$ cat config.mk
export PLATFORM = sky130hd
export DESIGN_NAME = wrap_supply_seq
export DESIGN_NICKNAME = d
export VERILOG_FILES = /design/src/rtl/wrap_supply_seq.sv
export SDC_FILE = /design/constraint.sdc
export NUM_CORES = 1
export LEC_CHECK = 0
export ABC_AREA = 1
export CAP_MARGIN = 0
export CORE_MARGIN = 8
export CORE_UTILIZATION = 43
export DETAILED_ROUTE_END_ITERATION = 8
export PLACE_DENSITY = 0.71
export SLEW_MARGIN = 40
export SYNTH_ARGS = -nofsm -noshare
export SYNTH_HDL_FRONTEND = slang
export SYNTH_SLANG_ARGS = --single-unit
$ cat constraint.sdc
create_clock -name clk -period 1.29 [get_ports clk]
set_input_delay 0.1935 -clock clk [delete_from_list [all_inputs] [get_ports clk]]
set_output_delay 0.1935 -clock clk [all_outputs]
set_load 0.02 [all_outputs]
$ cat src/rtl/wrap_supply_seq.sv
// wrap_supply_seq
//   Simulation supply/tie model with power sequencing. Drives constant
//   ground and tie banks, and on request brings up the IO rail, then the core
//   rail, then releases core reset. Power-down runs in reverse order. A drop
//   of pwr_req during power-up aborts into the matching power-down step.
//
// Ports
//   clk       in   system clock
//   rst       in   synchronous reset, active-high
//   pwr_req   in   1 = request powered, 0 = request off
//   vdd_io    out  IO supply (registered)
//   vdd_co    out  core supply (registered)
//   vss       out  ground, constant 0
//   netTie0   out  N_TIE0 bits, constant 0
//   netTie1   out  N_TIE1 bits, constant 1
//   core_rst  out  core reset, active-high (registered)
//   pwr_good  out  both rails up and core released (registered)
//   busy      out  sequence in progress (combinational)

module wrap_supply_seq #(
  parameter int N_TIE0 = 1,
  parameter int N_TIE1 = 1,
  parameter int IO_DLY = 4,
  parameter int CO_DLY = 4
) (
  input  logic              clk,
  input  logic              rst,
  input  logic              pwr_req,
  output logic              vdd_io,
  output logic              vdd_co,
  output logic              vss,
  output logic [N_TIE0-1:0] netTie0,
  output logic [N_TIE1-1:0] netTie1,
  output logic              core_rst,
  output logic              pwr_good,
  output logic              busy
);

  localparam int MAX_DLY = (IO_DLY > CO_DLY) ? IO_DLY : CO_DLY;
  localparam int CW      = $clog2(MAX_DLY + 1);
  localparam logic [CW-1:0] IO_LAST = CW'(IO_DLY - 1);
  localparam logic [CW-1:0] CO_LAST = CW'(CO_DLY - 1);

  typedef enum logic [2:0] {
    S_OFF,
    S_IO_UP,
    S_CO_UP,
    S_ON,
    S_CO_DN,
    S_IO_DN
  } state_t;

  state_t        state, state_nxt;
  logic [CW-1:0] cnt, cnt_nxt;
  logic          io_nxt, co_nxt, crst_nxt, good_nxt;

  assign vss     = 1'b0;
  assign netTie0 = '0;
  assign netTie1 = '1;
  assign busy    = (state != S_OFF) && (state != S_ON);

  always_ff @(posedge clk) begin
    if (rst) begin
      state    <= S_OFF;
      cnt      <= '0;
      vdd_io   <= 1'b0;
      vdd_co   <= 1'b0;
      core_rst <= 1'b1;
      pwr_good <= 1'b0;
    end else begin
      state    <= state_nxt;
      cnt      <= cnt_nxt;
      vdd_io   <= io_nxt;
      vdd_co   <= co_nxt;
      core_rst <= crst_nxt;
      pwr_good <= good_nxt;
    end
  end

  always_comb begin
    state_nxt = state;
    cnt_nxt   = cnt;
    io_nxt    = vdd_io;
    co_nxt    = vdd_co;
    crst_nxt  = core_rst;
    good_nxt  = pwr_good;
    unique case (state)
      S_OFF: begin
        if (pwr_req) begin
          io_nxt    = 1'b1;
          state_nxt = S_IO_UP;
        end
      end
      S_IO_UP: begin
        cnt_nxt = cnt + 1'b1;
        // Abort wins over step completion; the IO rail stays up until the
        // IO down-step has run its full delay.
        if (!pwr_req) begin
          state_nxt = S_IO_DN;
        end else if (cnt == IO_LAST) begin
          co_nxt    = 1'b1;
          state_nxt = S_CO_UP;
        end
      end
      S_CO_UP: begin
        cnt_nxt = cnt + 1'b1;
        if (!pwr_req) begin
          state_nxt = S_CO_DN;
        end else if (cnt == CO_LAST) begin
          crst_nxt  = 1'b0;
          good_nxt  = 1'b1;
          state_nxt = S_ON;
        end
      end
      S_ON: begin
        if (!pwr_req) begin
          crst_nxt  = 1'b1;
          good_nxt  = 1'b0;
          state_nxt = S_CO_DN;
        end
      end
      S_CO_DN: begin
        cnt_nxt = cnt + 1'b1;
        if (cnt == CO_LAST) begin
          co_nxt    = 1'b0;
          state_nxt = S_IO_DN;
        end
      end
      S_IO_DN: begin
        cnt_nxt = cnt + 1'b1;
        if (cnt == IO_LAST) begin
          io_nxt    = 1'b0;
          state_nxt = S_OFF;
        end
      end
      default: begin
        state_nxt = S_OFF;
      end
    endcase
    if (state_nxt != state) begin
      cnt_nxt = '0;
    end
  end

endmodule
# ---- Yosys cells after proc, flatten, opt, wreduce, memory -nomap -nowiden
# Cells that the tools add are included.
dict set report word_totals {
  reg_bits 10
  inputBits 3
  out_inout_bits 8
  word_cells 54
}
dict set report classes {
  addsub 1
  n_eq_ne 16
  muxes 20
  n_reduce_logical 11
}
# op n
set op_table {}
lappend op_table {{$mux 3} 8}
lappend op_table {{$pmux 3 s6} 1}
lappend op_table {{$ne 2x2->1 const B} 8}
lappend op_table {{$eq 3x2->1 const B} 3}
lappend op_table {{$pmux 1 s2} 4}
lappend op_table {{$reduce_and 4->1} 2}
lappend op_table {{$mux 1} 7}
lappend op_table {{$eq 3x3->1 const B} 2}
lappend op_table {{$reduce_bool 2->1} 3}
lappend op_table {{$reduce_or 4->1} 1}
lappend op_table {{$add 3x1->3 const B} 1}
lappend op_table {{$eq 3x1->1 const B} 1}
lappend op_table {{$logic_not 3->1} 1}
lappend op_table {{$ne 3x2->1 const B} 1}
lappend op_table {{$ne 3x3->1} 1}
lappend op_table {{$reduce_and 3->1} 1}
lappend op_table {{$reduce_bool 3->1} 1}
lappend op_table {{$reduce_or 2->1} 1}
lappend op_table {{$logic_and 1x1->1} 1}

# ---- Logic depth before layout (Yosys ltp)
dict set report logic_depth {
  word_depth 6
  ltp_mapped 9
  mapped_depth_nobuf 9
}

# ---- Least setup slack after synthesis
# OpenSTA, ideal clock, no wires.
dict set report synth_timing {
  path_type {register -> register}
  startpoint {reg cnt[0]}
  endpoint {reg cnt[0]}
  setup_ns 0.064
  arrival_time_ns 1.251
  required_ns 1.226
  setup_slack_ns -0.025
  path_stages_with_launch 10
  n_path_buf 0
  synth_period_minus_slack_ns 1.315
  path_cell_list {dfxtp_1 > ha_1 > ha_1 > nand2_1 > inv_1 > nand3_1 > nand3_1 > o21ai_1 > nand2_1 > nor2_1}
}
dict set report synth_between {
  elab_chain_len 6
  elab_cells_between_ends 11
  classes_between {add/sub (1); eq/ne (2); mux (7); reduce/logical (1)}
}
# element line_no
set synth_lines {}
lappend synth_lines {{from (decl)} 54} ;# logic [CW-1:0] cnt, cnt_nxt;
lappend synth_lines {{from (signal assigned)} 72} ;# cnt <= cnt_nxt;
lappend synth_lines {{$eq 3x2->1} --}
lappend synth_lines {{$mux 3, on equally long branches} {109, 100}}
lappend synth_lines {{$mux 3, on equally long branches} {107, 98}}
lappend synth_lines {{$pmux 3 s6} 87} ;# unique case (state)
lappend synth_lines {{$ne 3x3->1} 140} ;# if (state_nxt != state) begin
lappend synth_lines {{$reduce_or 2->1 (no source line)} --}
# Several ways; a longest one is shown, not always the timed one.
# A chain may end at the register's enable or synchronous reset.

# ---- Worst setup path in the final report
# Ends and elaborated chain as after synthesis.

==> results.yml <==
status:
  outcome: "finished, violations left"
  violations: "setup timing"
timing:
  period_needed_ps: 1363
  hold_viol_final: 0
  setup_violations: 3
  skew_ps: 0.6782
  whs_ps: 448.8
  fmax_ghz: 0.7337
  fin_crit_sh_pct: 105.7
  rsz0062_at_grt: "true"
  fin_ws_ps: -73.01
  drv_slew: 0
  finalSetupTns_ps: -190.0
finish:
  finalNonFillerCells: 127
  nets: 119
  drive_gt1_share_pct: 41.96
  mostFrequentLayoutCell: "buf_4"
  multi_input_area_um2: 376.6
  stdcell_area_um2: 878.3
  register_area_um2: 206.4
  final_core_util_pct: 68.35
  syn2layout_area_growth_pct: 51.29
  antenna_cells: 0
  most-common-layout-cells: "buf_4, nand2_1, inv_1"
  fillers: 116
placed_design:
  dp_hpwl_mm: 1.110
  port_buffers: 7
  dp.cells: 121
  gp_congestion: 0.8739
  dpl_cell_area_um2: 765.7
hold_path:
  hold_depth: 2
  min_path_type: "flop to flop"
floorplan:
  dieArea_um2: 2782
  die_h_um: 52.75
  ios: 11
  initial_core_util_pct: 45.18
  die_w_um: 52.75
  coreArea_um2: 1285
  num_rows: 13
power:
  ir_drop_mv: 0.6461
  p_per_area_nw_per_um2: 964.6
  leakagePower_uw: 0.0004201
cts:
  clockBufferDepth: 2
  cts_tree: "done"
  clockRootBuffer: "clkbuf_4"
  path_clk_slew_ps: 60
  clock_latency_ps: 270
  cts_buffers: 3
  cts_sinks: 10
  postCtsHoldBufs: 0
  htree_levels: 1
drt:
  wl_mm: 1.522
  vias: 637
  drtIter0Drc: 16
  drcViolationCount: 0
  dr.pass1.iters: 4
  antenna_left: 0
  vias_per_cell: 5.016
  wl_per_cell_um: 11.98
synthesis:
  synth_top_area_share_pct: 34.48
  ys_ff_latch: 10
  synth_area_leader_cell: "dfxtp_1"
  synth_area_um2: 580.6
  synth_area_leaders: "dfxtp_1, nand2_1, nand3_1"
  synth.avg_cell_area_um2: 6.751
  synth_cells: 86
  ys_types: 19
  ys_warn_count: 0
  ys_seq_area_share_pct: 34.48
global_routing:
  track_usage_pct: 12.22
  grt_pass1_vias: 599
  overflow: 0
  grt_pass1_wl_mm: 2.539
  antenna_found_initial: 0
  grt_max_degree: 9
critical_path:
  cp.arrival_ps: 1520
  cp.required_ps: 1450
  critical_path_class: "flop to flop"
  cp-start-kind: "flop"
  cp-end-kind: "flop"
  ff2ff_path_depth: 9
  crit_fanout: 5
job:
  drv_cap: 0
## what timing repair did
item	in CTS	in global routing
endpoints found under the setup margin	11	8
buffers inserted	1	2
pin swaps	7	7
gates resized for setup	24	7
gates cloned	0	0
## registers in the layout, summed over array words and instances (netlist names)
name	flops
cnt	3
core_rst	1
pwr_good	1
state	3
vdd_co	1
vdd_io	1
## worst paths after layout
path / slack (ps) / to / from
worst max-delay path: -70 / cnt[0] / cnt[0]
worst min-delay path: 450 / vdd_co / vdd_co
worst max register to register: -70 / cnt[0] / cnt[0]
worst min register to register: 450 / vdd_co / vdd_co
## where the power goes
| group | internal, uW | switching (uW) |
|---|---|---|
| Combinational | 127 | 151 |
| Clock | 108 | 110 |
| Sequential | 330 | 21.1 |
| Total | 565 | 282 |
## cell type report
type	count	share of cell area [%]
Tap cell	15	2.137
Timing Repair Buffer	25	22.22
Multi-Input combinational cell	59	42.88
Clock buffer	3	2.564
Sequential cell	10	23.50
Inverter	15	6.695
## worst max-delay path, cell delays in order, from the launching register on
cell and delay, ps:
dfxtp_2 350, ha_4 140, ha_4 170, inv_4 50
o21ai_4 150, nand2_1 70, nor2_1 110, nor2_1 50
nand2_1 90, nor2_1 60
## kinds of logic after synthesis
group	count (synthesis)	synth area share [%]
adders and majority gates	2	4.310
and+or+nand+nor	38	31.25
DFF	10	34.48
xor gates and xnor gates	1	1.509
buffers and inverters	18	13.58
other	2	1.294
AOI/OAI and AO/OA	15	13.58
## per-layer routing
| layer | vias to the layer above | global-route usage (%) | routed length, um |
|---|---|---|---|
| met2 | 19 | 19.73 | 755 |
| met3 | 5 | 4.261 | 94 |
| met1 | 290 | 13.94 | 649 |
| met4 | 0 | 5.603 | 23 |
| met5 | - | 0 | 0 |
| li1 | 323 | - | - |
## metrics by stage
step	setup WS (ps)	power [uW]
finish	-73.01	847.3
global route	-155.4	892.5
CTS	-41.76	817.5
detailed placement	-186.1	592.6
global placement	-136.0	587.2
floorplan	1.575	495.3
## cell usage after synthesis (all sizes together)
cell type	n
nand3	10
nand2	14
inv	15
o211ai	1
a21oi	5
conb	2
o21ai	8
xnor2	1
dfxtp	10
nand3b	1
ha	2
a31oi	1
nor2	12
buf	3
nor3	1
(Power assumes the default switching activity.)
